File: config.mk
export PLATFORM = sky130hd
export DESIGN_NAME = if_stage
export DESIGN_NICKNAME = d
export VERILOG_FILES = /design/src/rtl/if_stage.sv
export SDC_FILE = /design/constraint.sdc
export NUM_CORES = 1
export LEC_CHECK = 0
export BUFFER_PORTS_ARGS = -buffer_cell sky130_fd_sc_hd__buf_4
export CAP_MARGIN = 0
export CORE_ASPECT_RATIO = 1.1
export CORE_MARGIN = 1
export CORE_UTILIZATION = 30
export CTS_BUF_LIST = sky130_fd_sc_hd__clkbuf_8
export DETAILED_ROUTE_END_ITERATION = 16
export PLACE_DENSITY = 0.63
export SETUP_SLACK_MARGIN = 0.2
export SYNTH_ARGS = -nofsm -noshare
export SYNTH_HDL_FRONTEND = slang
export SYNTH_SLANG_ARGS = --single-unit
File: constraint.sdc
create_clock -name clk -period 3.3 [get_ports clk]
set_input_delay 0.66 -clock clk [delete_from_list [all_inputs] [get_ports clk]]
set_output_delay 0.66 -clock clk [all_outputs]
set_load 0.01 [all_outputs]
File: src/rtl/if_stage.sv
// if_stage: MIPS instruction-fetch stage owning the PC and driving the instruction SRAM request.
// Optional IF_BR_PENDING_EN builds a one-entry register that holds a branch redirect taken during a stall.
`default_nettype none

module if_stage #(
   parameter logic [31:0] RESET_PC    = 32'hBFC0_0000,
   parameter int          IF_TO_ID_WD = 33,
   parameter int          BR_WD       = 33
) (
   input  logic                   clk,
   input  logic                   rst,
   input  logic [5:0]             stall,
   input  logic [BR_WD-1:0]       br_bus,
   output logic [IF_TO_ID_WD-1:0] if_to_id_bus,
   output logic                   inst_sram_en,
   output logic [3:0]             inst_sram_wen,
   output logic [31:0]            inst_sram_addr,
   output logic [31:0]            inst_sram_wdata,
   output logic                   fetch_adel
);

   localparam logic STOP = 1'b1;

   typedef enum logic {
      BOOT = 1'b0,
      RUN  = 1'b1
   } state_e;

   state_e      state_q;
   logic [31:0] pc_q;
   logic [31:0] pc_d;
   logic        ce_q;
   logic        br_e;
   logic [31:0] br_addr;
   logic        stop;
   logic        unused_stall;

   assign br_e         = br_bus[32];
   assign br_addr      = br_bus[31:0];
   assign stop         = (stall[0] == STOP);
   assign unused_stall = ^stall[5:1];

`ifdef IF_BR_PENDING_EN
   logic        pend_valid_q;
   logic [31:0] pend_addr_q;
`endif

   // A live branch outranks a pending one; BOOT always forces RESET_PC.
   always_comb begin
      pc_d = pc_q + 32'd4;
      if (state_q == BOOT) begin
         pc_d = RESET_PC;
      end else if (br_e) begin
         pc_d = br_addr;
`ifdef IF_BR_PENDING_EN
      end else if (pend_valid_q) begin
         pc_d = pend_addr_q;
`endif
      end
   end

   always_ff @(posedge clk or negedge rst) begin
      if (!rst) begin
         state_q      <= BOOT;
         pc_q         <= RESET_PC - 32'd4;
         ce_q         <= 1'b0;
`ifdef IF_BR_PENDING_EN
         pend_valid_q <= 1'b0;
         pend_addr_q  <= 32'd0;
`endif
      end else if (stop) begin
`ifdef IF_BR_PENDING_EN
         if (br_e) begin
            pend_valid_q <= 1'b1;
            pend_addr_q  <= br_addr;
         end
`endif
      end else begin
         state_q      <= RUN;
         pc_q         <= pc_d;
         ce_q         <= 1'b1;
`ifdef IF_BR_PENDING_EN
         pend_valid_q <= 1'b0;
`endif
      end
   end

   assign fetch_adel      = ce_q & (pc_q[1:0] != 2'b00);
   assign inst_sram_en    = ce_q & ~fetch_adel;
   assign inst_sram_addr  = pc_q;
   assign inst_sram_wen   = 4'b0000;
   assign inst_sram_wdata = 32'h0000_0000;
   assign if_to_id_bus    = {ce_q, pc_q};

endmodule

`default_nettype wire

# == After elaboration in Yosys (flattened, before gate mapping) ==
# Cells that the tools add are included.
# W data, S select, Z words.
# op_classes
n_addsub,1
mul,0
n_div,0
magnitude_cmp,0
eq_ne,0
n_shift,0
n_mux,2
n_bitwise,3
reduce_logical,1
# ops
cell,count
$mux W32,2
$add A32 B3 Y32 const B,1
$and A1 B1 Y1,2
$reduce_bool A2 Y1,1
$not A1 Y1,1
# totals
regBits,33
latchBits,0
ramBits,0
mem_bits_ro,0
inputBits,41
out_inout_bits,103
word_cells,9
mem_count,0

# == Depth between registers and ports, before layout ==
# Gate-level depths: netlist (run 1).
# logic_depth
depth_word,4
ltp_mapped,7
mapped_depth_nobuf,6

# == Worst setup path after synthesis (run 1) ==
# OpenSTA, ideal clock, no wires.
# synth_path
path_kind,reg-to-reg
startpoint,register pc_q[2] (netlist: inst_sram_addr[2])
endpoint,register pc_q[22] (netlist: inst_sram_addr[22])
setup_ps,137
arrival_time_ps,2013
required_time_ps,3163
setup_slack_ps,1150
path_stages_with_launch,8
path_buffers,1
synth_period_minus_slack_ps,2150
path_cell_list,dfstp_2 ha_1 nand3_1 or4_1 buf_2 or3_1 o21ai_0 a22oi_1
# synth_via
elab_chain_len,3
# synth_rtl
element,line,text
"start, declared",30,logic [31:0] pc_q;
"start signal, assigned",65,pc_q <= RESET_PC - 32'd4;
"start signal, assigned",80,pc_q <= pc_d;
$add A32 B3 Y32,50,pc_d = pc_q + 32'd4;
$mux W32,53,end else if (br_e) begin
$mux W32,51,if (state_q == BOOT) begin
# No other way between the ends.
# A chain may end at the register's enable or synchronous reset.

# == Worst setup path after layout (run 1) ==
# Ends and elaborated chain as after synthesis.

==> results of run 1 <==
cells in the mapped netlist, types with 2 or more instances:
| cell type | number | area, µm² |
|---|---|---|
| a211oi_1 | 3 | 22.5 |
| a21oi_1 | 18 | 90.1 |
| a221o_1 | 2 | 20.0 |
| a22o_1 | 2 | 17.5 |
| a22oi_1 | 5 | 37.5 |
| a311oi_1 | 4 | 35.0 |
| a31oi_1 | 2 | 12.5 |
| a32oi_1 | 2 | 17.5 |
| and3_1 | 4 | 25.0 |
| and3_2 | 2 | 15.0 |
| and4_1 | 3 | 26.3 |
| buf_1 | 3 | 11.3 |
| buf_2 | 2 | 10.0 |
| buf_4 | 69 | 518 |
| buf_6 | 2 | 22.5 |
| clkbuf_1 | 7 | 26.3 |
| clkinv_1 | 2 | 7.51 |
| dfrtp_1 | 5 | 125 |
| dfstp_2 | 28 | 736 |
| inv_1 | 3 | 11.3 |
| nand2_1 | 24 | 90.1 |
| nand2b_1 | 2 | 12.5 |
| nand3_1 | 8 | 40.0 |
| nand3_2 | 2 | 20.0 |
| nand3b_1 | 2 | 15.0 |
| nand4_1 | 6 | 37.5 |
| nor2_1 | 32 | 120 |
| nor3_1 | 10 | 50.1 |
| nor4_1 | 10 | 62.6 |
| o211ai_1 | 2 | 15.0 |
| o21ai_0 | 27 | 135 |
| o22ai_1 | 4 | 25.0 |
| o2bb2ai_1 | 2 | 17.5 |
| o311ai_0 | 2 | 17.5 |
path summary, 6_finish.rpt:
check / to / slack (ns) / cells past startpoint / startpoint
setup reg to reg: inst_sram_addr[22] / 0.95 / 6 / inst_sram_addr[2]
setup / recovery: inst_sram_addr[22] / 0.95 / 6 / inst_sram_addr[2]
hold reg to reg: inst_sram_addr[3] / 0.52 / 2 / inst_sram_addr[3]
hold / removal: state_q / 0.32 / 1 / rst
max in group asynchronous: inst_sram_addr[5] / 2.62 / 1 / rst
min in group clk: inst_sram_addr[3] / 0.52 / 2 / inst_sram_addr[3]
flip-flops by register name, indices dropped and copies added, names as in the netlist:
name            cells
state_q             1
inst_sram_addr     32
area by class of cell:
type	count	area, µm²	share of cell area (%)
Clock buffer	6	82.6	2.55
Timing Repair Buffer	104	781	24.1
Multi-Input combinational cell	238	1320	40.8
Inverter	5	18.8	0.580
Clock inverter	2	33.8	1.04
Tap cell	111	139	4.29
Sequential cell	33	861	26.6
cell families after synthesis:
family,after synthesis,share of synthesized area (%)
simple gates,117,23.4
flops,33,32.2
mux,1,0.374
other cells,1,0.140
fa+ha+maj,1,0.468
buf+inv,90,23.4
compound gates,83,20.0
critical path, cell delays in order (launching register included):
cell and delay (ns):
dfstp_2 0.60, ha_1 0.22, nand3_1 0.16, or4_1 0.64, or3_1 0.38, o21ai_0 0.08, a22oi_1 0.12
power groups by stage:
stage	combinational [µW]	clock [µW]	sequential (µW)
5_1_grt	475	419	613
6_report	432	393	598
4_1_cts	436	403	596
3_3_place_gp	431	0	598
2_1_floorplan	291	0	597
3_5_place_dp	435	0	602
through the flow:
step / hold slack, ns / setup slack (ns) / power [µW] / cell area [µm²]
global placement: 0.505 / 0.758 / 1030 / 3120
finish: 0.324 / 0.949 / 1420 / 3230
CTS: 0.338 / 0.952 / 1440 / 3230
detailed placement: 0.514 / 0.712 / 1040 / 3120
global route: 0.353 / 0.832 / 1510 / 3230
floorplan: 0.364 / 1.15 / 887 / 2810
layer usage:
metal	routed length, µm	GRT usage (%)	up-vias	part of all wire [%]
met5	0	0	-	0
met2	3560	26.5	111	48
li1	-	-	1206	-
met4	47	4.09	0	0.63
met3	552	3.17	4	7.4
met1	3300	21.6	1189	44
==> summary.md, run 1 <==
| Metric | Value |
|---|---|
| First-pass GRT wire length | `11800 µm` |
| DRC | `0` |
| Sw frac | `32.6%` |
| GP Congestion | `0.886` |
| Total GRT Usage | `16.1%` |
| Max cap viols | `0` |
| Most common cell after layout, fill and taps aside | `buf_4` |
| Pint | `959 µW` |
| Routed len/inst | `14.9 µm` |
| Data required, critical path | `3.45 ns` |
| Vias in the first global route | `2330` |
| Hold/Removal Path Class | `in2async` |
| Period utilisation layout | `71.2%` |
| GR Overflow Total | `0` |
| Largest net degree at the start of global routing | `41` |
| Combinational share of power | `30.4%` |
| Mapped Area | `2670 µm²` |
| Die footprint | `9290 µm²` |
| Floorplan row count | `35` |
| Pin slew with the least headroom to its limit | `0.549 ns` |
| CP arrival | `2.50 ns` |
| Hold-fix buffer count after cts | `0` |
| Initial cell density of the core | `31.5%` |
| Switching power | `464 µW` |
| Pwr Density | `440 nW/µm²` |
| #FFs+latches synth | `33` |
| Post-Route WL | `7460 µm` |
| TritonRoute pass-1 iters | `4` |
| Clock slew at reported path FFs | `0.07 ns` |
| CP Launch Type | `flip-flop` |
| Initial drt markers | `144` |
| Hpwl dp | `5470 µm` |
| Routed vias | `2510` |
| Skew-Pair Late Insertion Delay | `0.28 ns` |
| Total negative slack | `0 ns` |
| P_leak | `0.00140 µW` |
| Synth unique cells | `59` |
| Most frequent cells in the layout | `buf_4, conb_1, nor2_1` |
| Max-slew violations | `0` |
| Final core utilization | `38.1%` |
| Crit-path max FO | `7` |
| Filler cells | `893` |
| RSZ-0062 raised after global routing | `false` |
| Flop pwr share | `42.0%` |
| Final Hold Viols | `0` |
| FMAX | `425 MHz` |
| Syn-to-layout area delta | `21.0%` |
| Number of CTS-inserted buffers | `5` |
| Synth async-reset ratio | `100%` |
| Cts repair resizes | `0` |
| Clk buf depth | `2` |
| Fin crit period | `2.35 ns` |
| EDFF count, synth | `0` |
| CTS HTree Levels | `2` |
| Initial antenna violation count | `0` |
| Sequential share of the synthesized area | `32.2%` |
| CTS root buf | `clkbuf_8` |
| Die Span Y | `101 µm` |
| Maximum VDD drop | `190 µV` |
| Clock network power share | `27.6%` |
| YS warnings | `0` |
| Post-CTS setup buffer count | `0` |
| CTS tree | `done` |
| Crit. End Element | `flip-flop` |
| WS Path Type | `reg2reg` |
| DRT antenna net count | `0` |
| TritonCTS sink count | `33` |
| Vias per Instance | `5.03` |
| DIE WIDTH | `92.0 µm` |
| IO Port Bufs | `102` |
| Main synth FF type | `dfstp_2` |
| Slew margin rel. | `63.3%` |
| Syn_area_per_cell | `8.20 µm²` |
| Clock skew | `0.00925 ns` |
| Final Setup Violations | `0` |
| Mapped Cells | `326` |
| Inst Count DP | `491` |
| Final Non-Filler Cells | `499` |
| Status | `complete, no violations` |
| Share of cells above drive strength 1 | `38.9%` |
| Layout Nets | `429` |
| # diodes | `0` |
| Core area | `8500 µm²` |
| I/O Pins | `144` |
(Power assumes the default switching activity.)
==> inputs of run 2 (changes only) <==
==> constraint.sdc (replaced) <==
create_clock -name clk -period 2.2 [get_ports clk]
set_input_delay 0.44 -clock clk [delete_from_list [all_inputs] [get_ports clk]]
set_output_delay 0.44 -clock clk [all_outputs]
set_load 0.01 [all_outputs]
==> run 2 against run 1 <==
Net effect: critical path depth is 1 higher; hold slack got worse by 0.24 ns; global-route usage up 1.6 points; sequential power rose by 44%; total power up 50%; fmax grew 15%; routed wire length grew 13%; combinational power is 90% higher; sequential share of layout area decreased by 2.9 points; final cell count rose by 8.2%; critical path type unchanged; critical endpoint is now inst_sram_addr[21]; highest routed layer unchanged.
==> summary.md, run 2 (synthesis results as in run 1) <==
| Metric | Value |
|---|---|
| DP Area | `3240 µm² (was 3120 µm²)` |
| Clk buf depth | `2 (unchanged)` |
| Syn-to-layout area delta | `35.9% (was 21.0%)` |
| Most common cell after layout, fill and taps aside | `buf_4 (unchanged)` |
| First-pass GRT wire length | `13100 µm (was 11800 µm)` |
| Total negative slack | `0 ns (unchanged)` |
| # diodes | `0 (unchanged)` |
| Status | `complete, no violations (unchanged)` |
| DIE WIDTH | `92.0 µm (unchanged)` |
| Pint | `1380 µW (was 959 µW)` |
| Die footprint | `9290 µm² (unchanged)` |
| Combinational share of power | `38.4% (was 30.4%)` |
| Max FFs per register | `32 (unchanged)` |
| Final Hold Viols | `0 (unchanged)` |
| Hpwl dp | `5810 µm (was 5470 µm)` |
| Worst R2R Start | `inst_sram_addr[2] (unchanged)` |
| Fin crit period | `2.04 ns (was 2.35 ns)` |
| CTS tree | `done (unchanged)` |
| CTS HTree Levels | `2 (unchanged)` |
| Floorplan row count | `35 (unchanged)` |
| Largest net degree at the start of global routing | `34 (was 41)` |
| Pwr Density | `588 nW/µm² (was 440 nW/µm²)` |
| Crit-path max FO | `6 (was 7)` |
| Clock slew at reported path FFs | `0.08 ns (was 0.07 ns)` |
| Sw frac | `35.6% (was 32.6%)` |
| Hold/Removal Path Class | `in2async (unchanged)` |
| CP Launch Type | `flip-flop (unchanged)` |
| P_leak | `0.00160 µW (was 0.00140 µW)` |
| Most frequent cells in the layout | `buf_4, conb_1, nor2_1 (unchanged)` |
| Post-Route WL | `8460 µm (was 7460 µm)` |
| Skew-Pair Late Insertion Delay | `0.29 ns (was 0.28 ns)` |
| R2R cell count | `7 (was 6)` |
| Max-slew violations | `0 (unchanged)` |
| Worst r2r dst | `inst_sram_addr[21] (was inst_sram_addr[22])` |
| RSZ-0062 raised after global routing | `true (was false)` |
| CP arrival | `2.25 ns (was 2.50 ns)` |
| Initial cell density of the core | `31.5% (unchanged)` |
| Routed len/inst | `15.7 µm (was 14.9 µm)` |
| Vias per Instance | `5.04 (was 5.03)` |
| GR Overflow Total | `0 (unchanged)` |
| Die Span Y | `101 µm (unchanged)` |
| Routed vias | `2722 (was 2510)` |
| Total GRT Usage | `17.7% (was 16.1%)` |
| DRC | `0 (unchanged)` |
| Initial drt markers | `170 (was 144)` |
| Period utilisation layout | `92.6% (was 71.2%)` |
| Layout Nets | `470 (was 429)` |
| Flop pwr share | `40.4% (was 42.0%)` |
| TritonCTS sink count | `33 (unchanged)` |
| TritonRoute pass-1 iters | `4 (unchanged)` |
| Vias in the first global route | `2529 (was 2330)` |
| Crit. End Element | `flip-flop (unchanged)` |
| Data required, critical path | `2.42 ns (was 3.45 ns)` |
| Max cap viols | `0 (unchanged)` |
| Fin area | `3630 µm² (was 3230 µm²)` |
| I/O Pins | `144 (unchanged)` |
| IO Port Bufs | `102 (unchanged)` |
| Clock network power share | `21.2% (was 27.6%)` |
| GP Congestion | `0.873 (was 0.886)` |
| Initial antenna violation count | `0 (unchanged)` |
| Share of cells above drive strength 1 | `47.8% (was 38.9%)` |
| Maximum VDD drop | `227 µV (was 190 µV)` |
| Switching power | `762 µW (was 464 µW)` |
| Number of CTS-inserted buffers | `5 (unchanged)` |
| Hold-fix buffer count after cts | `0 (unchanged)` |
| DRT antenna net count | `0 (unchanged)` |
| Final Setup Violations | `0 (unchanged)` |
| R2r setup slk | `0.16 ns (was 0.95 ns)` |
| Clock skew | `0.00956 ns (was 0.00925 ns)` |
| FMAX | `491 MHz (was 425 MHz)` |
| CTS root buf | `clkbuf_8 (unchanged)` |
| Core area | `8500 µm² (unchanged)` |
| WS Path Type | `reg2reg (unchanged)` |
## run 2: cell types whose count changed in the layout (fill, tap and decap cells not counted), moves of 2 or more
cell,before,now
buf_4,104,141
buf_6,0,4
nor4_1,10,7
o21ai_0,27,24
o21ai_1,0,3
clkinv_2,0,2
nor3_1,10,8
nor3_2,0,2
nor4_4,0,2
## run 2: power groups by stage
stage	clock network (µW)	logic [µW]	registers, µW
5_1_grt	478	894	879
4_1_cts	460	805	855
3_5_place_dp	0	708	893
2_1_floorplan	0	444	902
3_3_place_gp	0	700	885
6_report	453	822	863
## run 2: worst max-delay path by stage
stage,startpoint,end,slack (ns),cells past startpoint
final,inst_sram_addr[2],inst_sram_addr[21],0.16,7
after global routing,inst_sram_addr[2],inst_sram_addr[23],0.12,6
after CTS,inst_sram_addr[2],inst_sram_addr[22],0.18,6
after detailed placement,inst_sram_addr[2],inst_sram_addr[22],0.08,6
after global placement,inst_sram_addr[2],inst_sram_addr[22],0.11,6
after floorplan,inst_sram_addr[3],inst_sram_addr[22],0.13,7
## run 2: through the flow
step	hold slack [ns]	power [µW]	std cells	utilization (%)	setup slack, ns
after floorplan	0.144	1350	361	-	0.129
after global placement	0.414	1590	504	38.2	0.114
after detailed placement	0.418	1600	504	38.2	0.0800
after CTS	0.102	2120	532	41.0	0.181
after global routing	0.120	2250	540	42.8	0.120
final	0.0861	2140	540	42.8	0.162
## run 2: layer usage
layer  global-route usage, %  share of wire (%)
met1                    22.8                 44
met2                    29.8                 48
met3                    4.07                7.2
met4                    4.69               0.65
met5                       0                  0
## run 2: timing repair
| item | in CTS | in global routing |
|---|---|---|
| gates resized for setup | 4 | 19 |
| pin swaps | 4 | 13 |
| endpoints found under the hold margin | 0 | 0 |
| endpoints found under the setup margin | 8 | 17 |
| buffers inserted | 20 | 8 |
## run 2: critical path, stage by stage, from the launching register on
cell	delay (ns)
dfstp_2	0.59
buf_6	0.12
nand3_4	0.06
or4_4	0.61
buf_6	0.18
buf_4	0.13
o211ai_1	0.17
o211ai_1	0.11
## run 2: area by class of cell
class,count,area (µm²)
Fill cell,864,4860
Multi-Input combinational cell,238,1430
Clock buffer,5,68.8
Tap cell,111,139
Sequential cell,33,861
Clock inverter,3,13.8
Timing Repair Buffer,145,1100
Inverter,5,18.8
